<file path="src/rtl/rv32im_muldiv_seq.sv">
// rv32im_muldiv_seq
// Iterative sequencer for the RV32 M-extension operations. It accepts one
// operation at a time. Multiplies run as 32 cycles of shift-add, and divides
// run as 32 cycles of restoring division, both on operand magnitudes. A single
// fix-up cycle then applies the result sign and selects the result word.
// Divide by zero and signed overflow finish directly, one cycle after start.
//
// Ports:
//   clk, rst_n          clock, asynchronous active-low reset
//   start_i             request, sampled only while ready_o is high
//   op_i                funct3 (MUL, MULH, MULHSU, MULHU, DIV, DIVU, REM, REMU)
//   rs1_data_i          operand A (multiplicand / dividend)
//   rs2_data_i          operand B (multiplier / divisor)
//   rd_addr_i           destination register tag
//   flush_i             abort any operation in flight
//   ready_o             idle and able to accept a request
//   busy_o              operation in flight (CALC, FIX, DONE)
//   done_o              one-cycle result-valid pulse
//   result_o            result, held until the next done
//   rd_addr_o           destination tag, valid with done_o
//   reg_w_o             register write enable (done and rd != x0)
//
// state | meaning
// ------+------------------------------------------------------------
// IDLE  | waiting for start_i; operands captured on acceptance
// CALC  | one multiply/divide bit per cycle, DATA_WIDTH cycles
// FIX   | sign correction and result word select
// DONE  | result presented, done_o high for one cycle

module rv32im_muldiv_seq #(
    parameter int DATA_WIDTH     = 32,
    parameter int REG_ADDR_WIDTH = 5
) (
    input  logic                      clk,
    input  logic                      rst_n,
    input  logic                      start_i,
    input  logic [2:0]                op_i,
    input  logic [DATA_WIDTH-1:0]     rs1_data_i,
    input  logic [DATA_WIDTH-1:0]     rs2_data_i,
    input  logic [REG_ADDR_WIDTH-1:0] rd_addr_i,
    input  logic                      flush_i,
    output logic                      ready_o,
    output logic                      busy_o,
    output logic                      done_o,
    output logic [DATA_WIDTH-1:0]     result_o,
    output logic [REG_ADDR_WIDTH-1:0] rd_addr_o,
    output logic                      reg_w_o
);

    localparam int CNT_W = $clog2(DATA_WIDTH + 1);
    localparam logic [DATA_WIDTH-1:0] SMIN = {1'b1, {(DATA_WIDTH-1){1'b0}}};

    typedef enum logic [1:0] {
        S_IDLE,
        S_CALC,
        S_FIX,
        S_DONE
    } state_t;

    state_t state_q, state_d;

    logic [2:0]                op_q;
    logic                      neg_q;
    logic [CNT_W-1:0]          cnt_q;
    logic [DATA_WIDTH-1:0]     acc_hi_q;
    logic [DATA_WIDTH-1:0]     acc_lo_q;
    logic [DATA_WIDTH-1:0]     opnd_q;
    logic [REG_ADDR_WIDTH-1:0] rd_q;

    // ---------------- start decode ----------------
    logic                  is_div;
    logic                  a_signed, b_signed;
    logic                  a_neg, b_neg, res_neg;
    logic [DATA_WIDTH-1:0] a_mag, b_mag;
    logic                  div_zero, div_ovf, special;
    logic [DATA_WIDTH-1:0] special_res;
    logic                  accept;

    always_comb begin
        is_div   = op_i[2];
        // A is signed for MUL, MULH, MULHSU, DIV, REM; B for MUL, MULH, DIV, REM.
        a_signed = (op_i == 3'b000) || (op_i == 3'b001) || (op_i == 3'b010) ||
                   (op_i == 3'b100) || (op_i == 3'b110);
        b_signed = (op_i == 3'b000) || (op_i == 3'b001) ||
                   (op_i == 3'b100) || (op_i == 3'b110);
        a_neg    = a_signed & rs1_data_i[DATA_WIDTH-1];
        b_neg    = b_signed & rs2_data_i[DATA_WIDTH-1];
        a_mag    = a_neg ? (~rs1_data_i + 1'b1) : rs1_data_i;
        b_mag    = b_neg ? (~rs2_data_i + 1'b1) : rs2_data_i;
        // The remainder takes the sign of the dividend. All other signed ops
        // take the XOR of both operand signs; b_neg is already 0 for MULHSU.
        res_neg  = (is_div && op_i[1]) ? a_neg : (a_neg ^ b_neg);

        div_zero = (rs2_data_i == '0);
        div_ovf  = !op_i[0] && (rs1_data_i == SMIN) && (rs2_data_i == '1);
        special  = is_div && (div_zero || div_ovf);
        if (div_zero)
            special_res = op_i[1] ? rs1_data_i : '1;
        else
            special_res = op_i[1] ? '0 : SMIN;

        accept = (state_q == S_IDLE) && start_i && !flush_i;
    end

    // ---------------- per-cycle iteration ----------------
    logic [DATA_WIDTH:0]   mul_sum;
    logic [DATA_WIDTH:0]   div_shift;
    logic [DATA_WIDTH:0]   div_diff;
    logic [DATA_WIDTH-1:0] hi_next, lo_next;

    always_comb begin
        mul_sum   = {1'b0, acc_hi_q} + (acc_lo_q[0] ? {1'b0, opnd_q} : '0);
        div_shift = {acc_hi_q, acc_lo_q[DATA_WIDTH-1]};
        div_diff  = div_shift - {1'b0, opnd_q};
        if (op_q[2]) begin
            // Partial remainder stays below the divisor, so bit DATA_WIDTH of
            // the difference is a clean borrow flag.
            if (!div_diff[DATA_WIDTH]) begin
                hi_next = div_diff[DATA_WIDTH-1:0];
                lo_next = {acc_lo_q[DATA_WIDTH-2:0], 1'b1};
            end else begin
                hi_next = div_shift[DATA_WIDTH-1:0];
                lo_next = {acc_lo_q[DATA_WIDTH-2:0], 1'b0};
            end
        end else begin
            // The multiplier shifts out of the low half as the product shifts in.
            hi_next = mul_sum[DATA_WIDTH:1];
            lo_next = {mul_sum[0], acc_lo_q[DATA_WIDTH-1:1]};
        end
    end

    // ---------------- fix-up ----------------
    logic [2*DATA_WIDTH-1:0] prod_raw, prod_fix;
    logic [DATA_WIDTH-1:0]   quo_fix, rem_fix, fix_res;

    always_comb begin
        prod_raw = {acc_hi_q, acc_lo_q};
        prod_fix = neg_q ? (~prod_raw + 1'b1) : prod_raw;
        quo_fix  = neg_q ? (~acc_lo_q + 1'b1) : acc_lo_q;
        rem_fix  = neg_q ? (~acc_hi_q + 1'b1) : acc_hi_q;
        case (op_q)
            3'b000:         fix_res = prod_fix[DATA_WIDTH-1:0];
            3'b001, 3'b010,
            3'b011:         fix_res = prod_fix[2*DATA_WIDTH-1:DATA_WIDTH];
            3'b100, 3'b101: fix_res = quo_fix;
            default:        fix_res = rem_fix;
        endcase
    end

    // ---------------- FSM ----------------
    always_ff @(posedge clk or negedge rst_n) begin
        if (!rst_n)
            state_q <= S_IDLE;
        else
            state_q <= state_d;
    end

    always_comb begin
        state_d = state_q;
        case (state_q)
            S_IDLE: begin
                if (accept)
                    state_d = special ? S_DONE : S_CALC;
            end
            S_CALC: begin
                if (flush_i)
                    state_d = S_IDLE;
                else if (cnt_q == CNT_W'(1))
                    state_d = S_FIX;
            end
            S_FIX: begin
                state_d = flush_i ? S_IDLE : S_DONE;
            end
            default: begin
                state_d = S_IDLE;
            end
        endcase
    end

    assign ready_o = (state_q == S_IDLE);
    assign busy_o  = !ready_o;
    assign done_o  = (state_q == S_DONE);
    assign reg_w_o = done_o && (rd_addr_o != '0);

    // ---------------- datapath ----------------
    // result_o and rd_addr_o load only on entry to DONE. A flushed operation
    // therefore leaves the previous result visible.
    always_ff @(posedge clk or negedge rst_n) begin
        if (!rst_n) begin
            op_q      <= '0;
            neg_q     <= 1'b0;
            cnt_q     <= '0;
            acc_hi_q  <= '0;
            acc_lo_q  <= '0;
            opnd_q    <= '0;
            rd_q      <= '0;
            result_o  <= '0;
            rd_addr_o <= '0;
        end else begin
            case (state_q)
                S_IDLE: begin
                    if (accept) begin
                        op_q     <= op_i;
                        neg_q    <= res_neg;
                        cnt_q    <= CNT_W'(DATA_WIDTH);
                        rd_q     <= rd_addr_i;
                        acc_hi_q <= '0;
                        acc_lo_q <= is_div ? a_mag : b_mag;
                        opnd_q   <= is_div ? b_mag : a_mag;
                        if (special) begin
                            result_o  <= special_res;
                            rd_addr_o <= rd_addr_i;
                        end
                    end
                end
                S_CALC: begin
                    if (!flush_i) begin
                        cnt_q    <= cnt_q - 1'b1;
                        acc_hi_q <= hi_next;
                        acc_lo_q <= lo_next;
                    end
                end
                S_FIX: begin
                    if (!flush_i) begin
                        result_o  <= fix_res;
                        rd_addr_o <= rd_q;
                    end
                end
                default: begin
                end
            endcase
        end
    end

endmodule

</file>
<file path="config.mk">
export PLATFORM = sky130hd
export DESIGN_NAME = rv32im_muldiv_seq
export DESIGN_NICKNAME = d
export VERILOG_FILES = /design/src/rtl/rv32im_muldiv_seq.sv
export SDC_FILE = /design/constraint.sdc
export NUM_CORES = 1
export LEC_CHECK = 0
export ABC_AREA = 1
export CORE_MARGIN = 2
export CORE_UTILIZATION = 40
export CTS_CLUSTER_DIAMETER = 40
export DETAILED_ROUTE_END_ITERATION = 8
export SETUP_SLACK_MARGIN = 0.1
export SYNTH_ARGS = -nofsm -noshare
export SYNTH_HDL_FRONTEND = slang
export SYNTH_SLANG_ARGS = --single-unit
</file>
<file path="constraint.sdc">
create_clock -name clk -period 3.3 [get_ports clk]
set_input_delay 0.495 -clock clk [delete_from_list [all_inputs] [get_ports clk]]
set_output_delay 0.495 -clock clk [all_outputs]
set_load 0.05 [all_outputs]
</file>
# == Yosys cells after proc, flatten, opt, wreduce, memory -nomap -nowiden ==
# Index checks and enable logic that the tools add are counted.
# classes
muxes,40
n_mul,0
div_mod_pow,0
addsub,8
bitwise_logic,8
shift,0
eq_ne,20
magnitude_cmp,0
reduce_logical,30
# op_table
op,n
two-way mux 32 bit,20
case mux 32 bit (2 select lines),3
"adder 32 x 1 -> 32 bit, second input constant",4
inverter 32 bit,4
case mux 32 bit (3 select lines),1
"adder 64 x 1 -> 64 bit, second input constant",1
"equality test 32 bit, second input constant",2
two-way mux 64 bit,1
inverter 64 bit,1
adder 32 x 32 -> 33 bit,1
subtractor 33 x 32 -> 33 bit,1
logical NOT 32 bit,1
two-way mux 5 bit,3
"equality test 3 bit, second input constant",4
two-way mux 6 bit,2
case mux 6 bit (2 select lines),1
two-way mux 2 bit,5
case mux 5 bit (2 select lines),1
"equality test 3 x 2 -> 1 bit, second input constant",3
logical AND 1 bit,7
logical OR 1 bit,7
"equality test 3 x 1 -> 1 bit, second input constant",2
"equality test 6 x 1 -> 1 bit, second input constant",1
logical NOT 3 bit,2
19 further kinds,28
# totals
out_inout_bits,41
latchBits,0
ramBits,0
mem_count,0
wordCells,116
inputBits,76
rom_bits,0
reg_bits,150

# == Depth between registers and ports, before layout ==
# Gate-level depths: netlist of run 1.
# depth
ltp_word,10
mapped_depth,21
ltp_nobuf,19

# == Worst setup path before layout of run 1 ==
# OpenSTA, ideal clock, no wires.
# synth_timing
path_type,register to register
startpoint,reg acc_lo_q[0]
endpoint,reg acc_hi_q[29]
setup_ns,0.117
t_arrival_ns,2.476
t_required_ns,3.183
synth_period_minus_slack_ns,2.593
path_buffers,2
slack_ns,0.707
stages_incl_launch_ff,18
cell_sequence,dfrtp_1 buf_2 clkbuf_1 nand2_1 inv_1 ha_1 inv_1 fa_1 inv_1 nand3_1 nand2_1 a21boi_0 o21ai_0 nand2_1 nand3_1 nand3_1 nand3_1 nand2_1
# synth_between
elab_chain_cells,5
# synth_lines
element,line,text
start: declaration,66,logic [DATA_WIDTH-1:0] acc_lo_q;
start signal: assignment,208,acc_lo_q <= is_div ? a_mag : b_mag;
start signal: assignment,220,acc_lo_q <= lo_next;
two-way mux 32 bit,112,"mul_sum = {1'b0, acc_hi_q} + (acc_lo_q[0] ? {1'b0, opnd_q} : '0);"
adder 32 x 32 -> 33 bit,112,
two-way mux 32 bit,115,if (op_q[2]) begin
two-way mux 32 bit,217,if (!flush_i) begin
case mux 32 bit (2 select lines),200,case (state_q)
end signal: assignment,219,acc_hi_q <= hi_next;
end: declaration,65,logic [DATA_WIDTH-1:0] acc_hi_q;
# Every way passes these cells. The select of a mux whose other input is x is not followed.
# A chain may end at the register's enable or synchronous reset.

# == Final worst setup path of run 1 ==
# layout_timing
startpoint,reg acc_lo_q[31]
endpoint,reg acc_hi_q[23]
# layout_between
elab_chain_cells,5
# layout_lines
element,line,text
subtractor 33 x 32 -> 33 bit,114,"div_diff = div_shift - {1'b0, opnd_q};"
two-way mux 32 bit,118,if (!div_diff[DATA_WIDTH]) begin
two-way mux 32 bit,115,
two-way mux 32 bit,217,
case mux 32 bit (2 select lines),200,
# Every way passes these cells. The select of a mux whose other input is x is not followed.

==> results of run 1 <==
final timing paths:
check,endpoint,slack [ns],cells after the start
worst min register to register,result_o[1]$_DFFE_PN0P_,0.48,2
worst max-delay path,acc_hi_q[23]$_DFFE_PN0P_,0.34,18
max in group asynchronous,cnt_q[4]$_DFFE_PN0P_,2.50,2
min in group clk,result_o[1]$_DFFE_PN0P_,0.48,2
worst max register to register,acc_hi_q[23]$_DFFE_PN0P_,0.34,18
worst min-delay path,opnd_q[6]$_DFFE_PN0P_,-0.02,1
layer usage:
| layer | wire length, um | share of wire (%) |
|---|---|---|
| met5 | 27 | 0.030 |
| met4 | 4740 | 5.3 |
| met3 | 9710 | 11 |
| met2 | 36400 | 41 |
| met1 | 39000 | 43 |
cell usage after synthesis, types with 19 or more instances:
master,instances,share of area [%]
nand2_1,1199,24
inv_1,448,8.9
nor2_1,425,8.5
nand3_1,327,8.7
o21ai_0,187,5.0
a21oi_1,170,4.5
dfrtp_1,150,20
ha_1,71,4.7
clkbuf_1,66,1.3
xor2_1,46,2.1
nand4_1,34,1.1
o211ai_1,34,1.4
nor3_1,24,0.64
buf_2,19,0.51
layout by cell type, fill, tap and decap left out, types with 7 or more instances in the layout:
master / synthesis / routed
or2_2: 11 / 11
a21oi_1: 170 / 170
o21ai_0: 187 / 187
buf_4: 5 / 100
o221ai_1: 12 / 12
and2_1: 8 / 8
xnor2_1: 16 / 16
nand2_1: 1199 / 1199
nor2_1: 425 / 422
clkdlybuf4s50_1: 0 / 115
nand2_2: 14 / 14
nor2_2: 12 / 14
nand3_1: 327 / 327
a31oi_1: 14 / 14
clkbuf_16: 0 / 17
ha_1: 71 / 71
o21bai_1: 10 / 10
nand4_1: 34 / 34
xor2_1: 46 / 46
nand3_2: 9 / 9
o211ai_1: 34 / 34
inv_1: 448 / 448
dfrtp_1: 150 / 148
a21o_1: 7 / 7
inv_2: 12 / 12
a22oi_1: 14 / 14
nand3b_1: 15 / 15
nor3_1: 24 / 24
sequential cells by signal (all words and copies together), names as in the netlist:
name and flops:
op_q 3, acc_hi_q 32, result_o 32, rd_q 5, rd_addr_o 5, cnt_q 6
opnd_q 32, state_q 2, acc_lo_q 32, neg_q 1
worst max-delay path, stage by stage (launching register included):
cell and delay, ns:
dfrtp_1 0.44, inv_1 0.12, ha_1 0.26, fa_1 0.38, inv_1 0.08, nand2_1 0.07, nand2_1 0.11, nand3_1 0.09
nand2_2 0.09, nand2_2 0.06, nand2_4 0.11, nand2_4 0.09, nand3_1 0.13, nand2_2 0.26, buf_12 0.25, nand2_1 0.06
nand3_1 0.11, nand2_1 0.11, nand2_1 0.05
logic make-up after synthesis:
kind of cell | after synthesis | synth area share (%)
simple gates | 2097 | 46.4
xor+xnor | 62 | 2.88
compound gates | 471 | 14.0
fa+ha+maj | 73 | 4.93
buf+inv | 572 | 11.9
flops | 150 | 19.9
where the power goes:
part	leakage (nW)	internal, mW	total (mW)	switching [mW]
combinational	9.27	5.39	17.9	12.6
clock	0.304	1.11	2.14	1.03
sequential	1.83	2.71	3.97	1.27
final cells by class:
type / count / area (um2)
Clock buffer: 18 / 439
Clock inverter: 14 / 184
Fill cell: 5113 / 24700
Inverter: 464 / 1740
Multi-Input combinational cell: 2703 / 12800
Sequential cell: 150 / 3760
Tap cell: 607 / 759
Timing Repair Buffer: 221 / 2010
metrics by stage:
stage               cell area (um2)  utilization [%]
finish                        21700             46.8
global route                  21700             46.8
global placement              21100             45.5
CTS                           21700             46.8
floorplan                     18800                -
detailed placement            21100             45.5
==> reports/results.tsv, run 1 <==
stage	metric	value	unit
floorplan	Ports	117	
timing	Post-Route Setup TNS	0	ns
placement	placed cell count	4145	
clock_network	CTS resizes	0	
timing	RSZ-0062 raised after global routing	no	
grt	GRT Resource Usage Total	36.0	%
power_and_ir_drop	Pwr Total	24.1	mW
clock_network	hold_buf cts	0	
clock_network	Num CTS Buffers	17	
outcome	failing checks	negative hold slack	
timing	worst setup margin	0.344	ns
synthesis	Post-Syn Area	0.0188	mm2
cells_and_area	layout cells sized above 1	6.08	%
outcome	status	complete, but fails checks	
cells_and_area	Final Net Count	3706	
placement	dpl ws	0.342	ns
hold_path	HP Class	in -> async	
timing	fmax	338	MHz
grt	GRT overflow	0	
drt	vias	23300	
drt	DRT Wirelength	89900	um
power_and_ir_drop	PwrDens	1110	mW/mm2
placement	number of port buffers	116	
power_and_ir_drop	worst vdd ir	625	uV
synthesis	register area share after synthesis	19.9	%
floorplan	row cnt	79	
timing	final setup vio count	0	
cells_and_area	Area Growth Syn to Fin	15.5	%
synthesis	FFs w/ async S/R, synth	100	%
clock_network	Skew-Pair Late Insertion Delay	0.48	ns
floorplan	Die X	221	um
clock_network	clk root buf	clkbuf_16	
floorplan	Initial Util	40.5	%
timing	Max Slew Vio Count	0	
drt	initial drt markers	3252	
drt	drt drc	0	
cells_and_area	fin cells	4177	
grt	initial antenna violation count	2	
synthesis	Yosys reg bits	150	
critical_path	Worst EP required	3.67	ns
clock_network	htree depth	4	
grt	largest net degree at the start of global routing	59	
timing	Hold WS	-0.0181	ns
timing	Final Skew	0.0188	ns
critical_path	critical path capture point type	flop	
synthesis	Synth cell types	53	
synthesis	Ys Warns	0	
timing	Tightest Pin Transition	1.32	ns
timing	Fin. Hold Viols	6	
power_and_ir_drop	P_leak	11.4	nW
critical_path	Crit path arrival time	3.32	ns
clock_network	CTS Buffer Depth	2	
drt	routed len/inst	21.5	um
timing	Final min period	2.96	ns
critical_path	Max Fanout on Critical Path	15	
clock_network	TritonCTS clock tree	yes	
grt	first-pass GRT wire length	133000	um
critical_path	element type at the critical path start	flop	
clock_network	Post-CTS Setup Inserts	0	
critical_path	r2r startpoint	acc_lo_q[31]$_DFFE_PN0P_	
floorplan	Die Height	221	um
grt	GRT met1 Usage	50.9	%
floorplan	die area	0.0488	mm2
grt	peak-usage layer in the global routing report	met2	
timing	Max-Slew Margin vs Limit	11.4	%
grt	grt met3 use	7.52	%
drt	drt first pass iters	6	
cells_and_area	antenna cell count	0	
grt	number of global-route vias before repair	20715	
clock_network	clk sinks	150	
placement	DP Wirelength	74000	um
clock_network	clock transition at the registers of the reported paths	0.07	ns
synthesis	EDFF count, synth	0	
timing	Period Utilization, post-route	89.6	%
drt	Final ANT Viol Nets	0	
synthesis	synthesized netlist cell count	3425	
grt	met2 GRT Util	51.9	%
drt	drt via density	5.58	
placement	GP Congestion	1.03	
synthesis	syn_area_per_cell	5.50	um2
critical_path	critical path type	reg -> reg	
synthesis	Net Count, Synth	3574	
synthesis	Main synth FF type	dfrtp_1	
run	max_cap viols	0	
critical_path	Setup crit start	acc_lo_q[31]$_DFFE_PN0P_	
floorplan	core area	0.0465	mm2
Note: power is estimated with default switching activity, not from simulation.
==> inputs of run 2 (changes only) <==
==> constraint.sdc (replaced) <==
create_clock -name clk -period 2.8 [get_ports clk]
set_input_delay 0.42 -clock clk [delete_from_list [all_inputs] [get_ports clk]]
set_output_delay 0.42 -clock clk [all_outputs]
set_load 0.05 [all_outputs]
==> run 2 against run 1 <==
  * Sequential share of layout area fell by 1.1 points
  * Setup slack got worse by 0.15 ns
  * The run now ends clean
  * Critical endpoint is now acc_hi_q[24]$_DFFE_PN0P_
  * Total power rose by 24%
  * Wire length rose by 0.51%
  * Clock power rose by 14%
==> reports/results.tsv, run 2 (synthesis gave the netlist of run 1 again) <==
stage	metric	value	unit	change
outcome	status	finished, final reports clean		
cells_and_area	final instance area	0.0232	mm2	+6.5%
critical_path	R2R Path End	acc_hi_q[24]$_DFFE_PN0P_		
clock_network	htree depth	4		unchanged
floorplan	Ports	117		unchanged
floorplan	core area	0.0465	mm2	unchanged
grt	number of global-route vias before repair	21635		+4.4%
grt	GRT Resource Usage Total	36.2	%	+0.23 points
clock_network	Num CTS Buffers	17		unchanged
critical_path	CP cell instances	buf_6 > buf_4 > nand2_1 > inv_1 > ha_4 > nand2_2 > nor2_1 > nand3_1 > nand3_1 > buf_4 > nand3_1 > nand3_1 > nand3_1 > nand2_1 > inv_1 > nand2_1 > nand2_1		
placement	dpl ws	-0.121	ns	-0.463 ns
timing	Hold WS	0.453	ns	+0.472 ns
clock_network	TritonCTS clock tree	yes		
drt	routed len/inst	21.0	um	-2.6%
critical_path	critical path type	reg -> reg		
cells_and_area	FF/Latch Area	0.00376	mm2	about the same
hold_path	HP Class	in -> async		
drt	initial drt markers	2966		-8.8%
clock_network	Skew-Pair Late Insertion Delay	0.49	ns	about the same
timing	Max Slew Vio Count	0		unchanged
drt	Final ANT Viol Nets	0		unchanged
timing	Max-Slew Margin vs Limit	10.4	%	-1.0 points
floorplan	Die Height	221	um	unchanged
timing	fmax	383	MHz	+13%
power_and_ir_drop	P_leak	12.1	nW	+6.0%
timing	worst setup margin	0.190	ns	-0.154 ns
timing	Tightest Pin Transition	1.33	ns	+0.0151 ns
critical_path	element type at the critical path start	flop		
placement	DP Wirelength	74400	um	+0.52%
critical_path	r2r startpoint	acc_lo_q[0]$_DFFE_PN0P_		
power_and_ir_drop	worst vdd ir	858	uV	+37%
drt	drt via density	5.48		-1.8%
power_and_ir_drop	Pwr Total	29.8	mW	+24%
critical_path	critical path capture point type	flop		
timing	RSZ-0062 raised after global routing	yes		
clock_network	clock transition at the registers of the reported paths	0.07	ns	about the same
placement	GP Congestion	1.05		+1.6%
timing	Final Skew	0.0209	ns	+0.00213 ns
critical_path	max incr delay on CP	0.41	ns	-0.03 ns
drt	DRT Wirelength	90400	um	+0.51%
power_and_ir_drop	PwrDens	1290	mW/mm2	+16%
critical_path	Buffers & Inverters on Critical Path	5		+2
drt	vias	23615		+1.4%
timing	Post-Route Setup TNS	0	ns	unchanged
floorplan	Die X	221	um	unchanged
critical_path	Slowest-stage cell, CP	dfrtp_1		
timing	final setup vio count	0		unchanged
floorplan	row cnt	79		unchanged
floorplan	Initial Util	40.5	%	unchanged
placement	DP Area	0.0222	mm2	+5.0%
cells_and_area	Area Growth Syn to Fin	23.0	%	
clock_network	clk sinks	150		unchanged
cells_and_area	most common cell after layout, fill and taps aside	nand2_1		
timing	Final min period	2.61	ns	-0.346 ns
cells_and_area	Final Net Count	3840		+3.6%
placement	number of port buffers	116		unchanged
floorplan	die area	0.0488	mm2	unchanged
timing	Fin. Hold Viols	0		-6
grt	first-pass GRT wire length	134000	um	+1.2%
critical_path	Max Fanout on Critical Path	11		-4
grt	initial antenna violation count	1		-1
critical_path	R2R cell count	17		-1
cells_and_area	layout cells sized above 1	11.3	%	+5.2 points
critical_path	Crit path arrival time	2.97	ns	-0.35 ns
critical_path	Worst EP required	3.16	ns	-0.51 ns
cells_and_area	most frequent cells in the layout	nand2_1 (1185), inv_1 (442), nor2_1 (411)		
drt	drt first pass iters	7		+1
clock_network	CTS Buffer Depth	2		unchanged
critical_path	most used cell, CP	nand3_1		
drt	drt drc	0		unchanged
timing	Period Utilization, post-route	93.2	%	+3.6 points
cells_and_area	Fill cells	5072		-0.80%
grt	GRT overflow	0		unchanged
cells_and_area	multi-input logic area	0.0131	mm2	+2.3%
run	max_cap viols	0		unchanged
clock_network	clk root buf	clkbuf_16		
grt	largest net degree at the start of global routing	95		+61%
cells_and_area	antenna cell count	0		unchanged
critical_path	Worst R2R Setup Slack	0.19	ns	-0.15 ns
critical_path	CP delay by family, top	simple AND/OR/NAND/NOR gates		
==> run 2: worst max path at each step <==
stage | depth (start not counted) | to | slack [ns] | startpoint
after detailed placement | 16 | result_o[30]$_DFFE_PN0P_ | -0.12 | rs2_data_i[0]
final | 17 | acc_hi_q[24]$_DFFE_PN0P_ | 0.19 | acc_lo_q[0]$_DFFE_PN0P_
after global placement | 17 | result_o[12]$_DFFE_PN0P_ | -0.06 | rs2_data_i[0]
after floorplan | 17 | acc_hi_q[29]$_DFFE_PN0P_ | 0.21 | acc_lo_q[0]$_DFFE_PN0P_
after global routing | 19 | acc_hi_q[10]$_DFFE_PN0P_ | 0.06 | acc_lo_q[0]$_DFFE_PN0P_
after CTS | 17 | acc_hi_q[30]$_DFFE_PN0P_ | 0.10 | acc_lo_q[31]$_DFFE_PN0P_
==> run 2: report_power, final <==
group          internal, mW  leakage [nW]  switching, mW
sequential             3.19          1.83           1.42
clock                  1.22         0.300           1.23
combinational          7.50          9.96           15.2
==> run 2: final cells by class <==
class | instances | share of cell area, %
well taps | 607 | 3.28
inverters | 464 | 7.52
repair buffers | 355 | 13.5
flip-flops and latches | 150 | 16.2
clock inverters | 15 | 0.837
clock buffers | 17 | 1.84
multi-input cells | 2703 | 56.8
==> run 2: layer usage <==
metal | global-route usage, % | part of all wire (%)
met2 | 53.3 | 41
met4 | 17.9 | 5.4
met3 | 6.98 | 10
met5 | 0 | 0
met1 | 50.5 | 43
==> run 2: through the flow <==
step           instances  util (%)
2_1_floorplan       3425         -
3_3_place_gp        4275      47.8
3_5_place_dp        4275      47.8
4_1_cts             4308      49.1
5_1_grt             4311      49.9
6_report            4311      49.9
==> run 2: what timing repair did <==
action,CTS,global route
pin swaps,0,5
setup endpoints to repair,3,41
gates cloned,0,1
buffers inserted,0,2
hold endpoints to repair,46,0
gates resized for setup,4,87
hold buffers,1,0
==> run 2: worst register-to-register path, delay by kind of cell, from the launching register on <==
| family | cells | cell delay (ns) |
|---|---|---|
| flops | 1 | 0.41 |
| fa+ha+maj | 1 | 0.34 |
| buf+inv | 5 | 0.60 |
| simple gates | 11 | 1.13 |
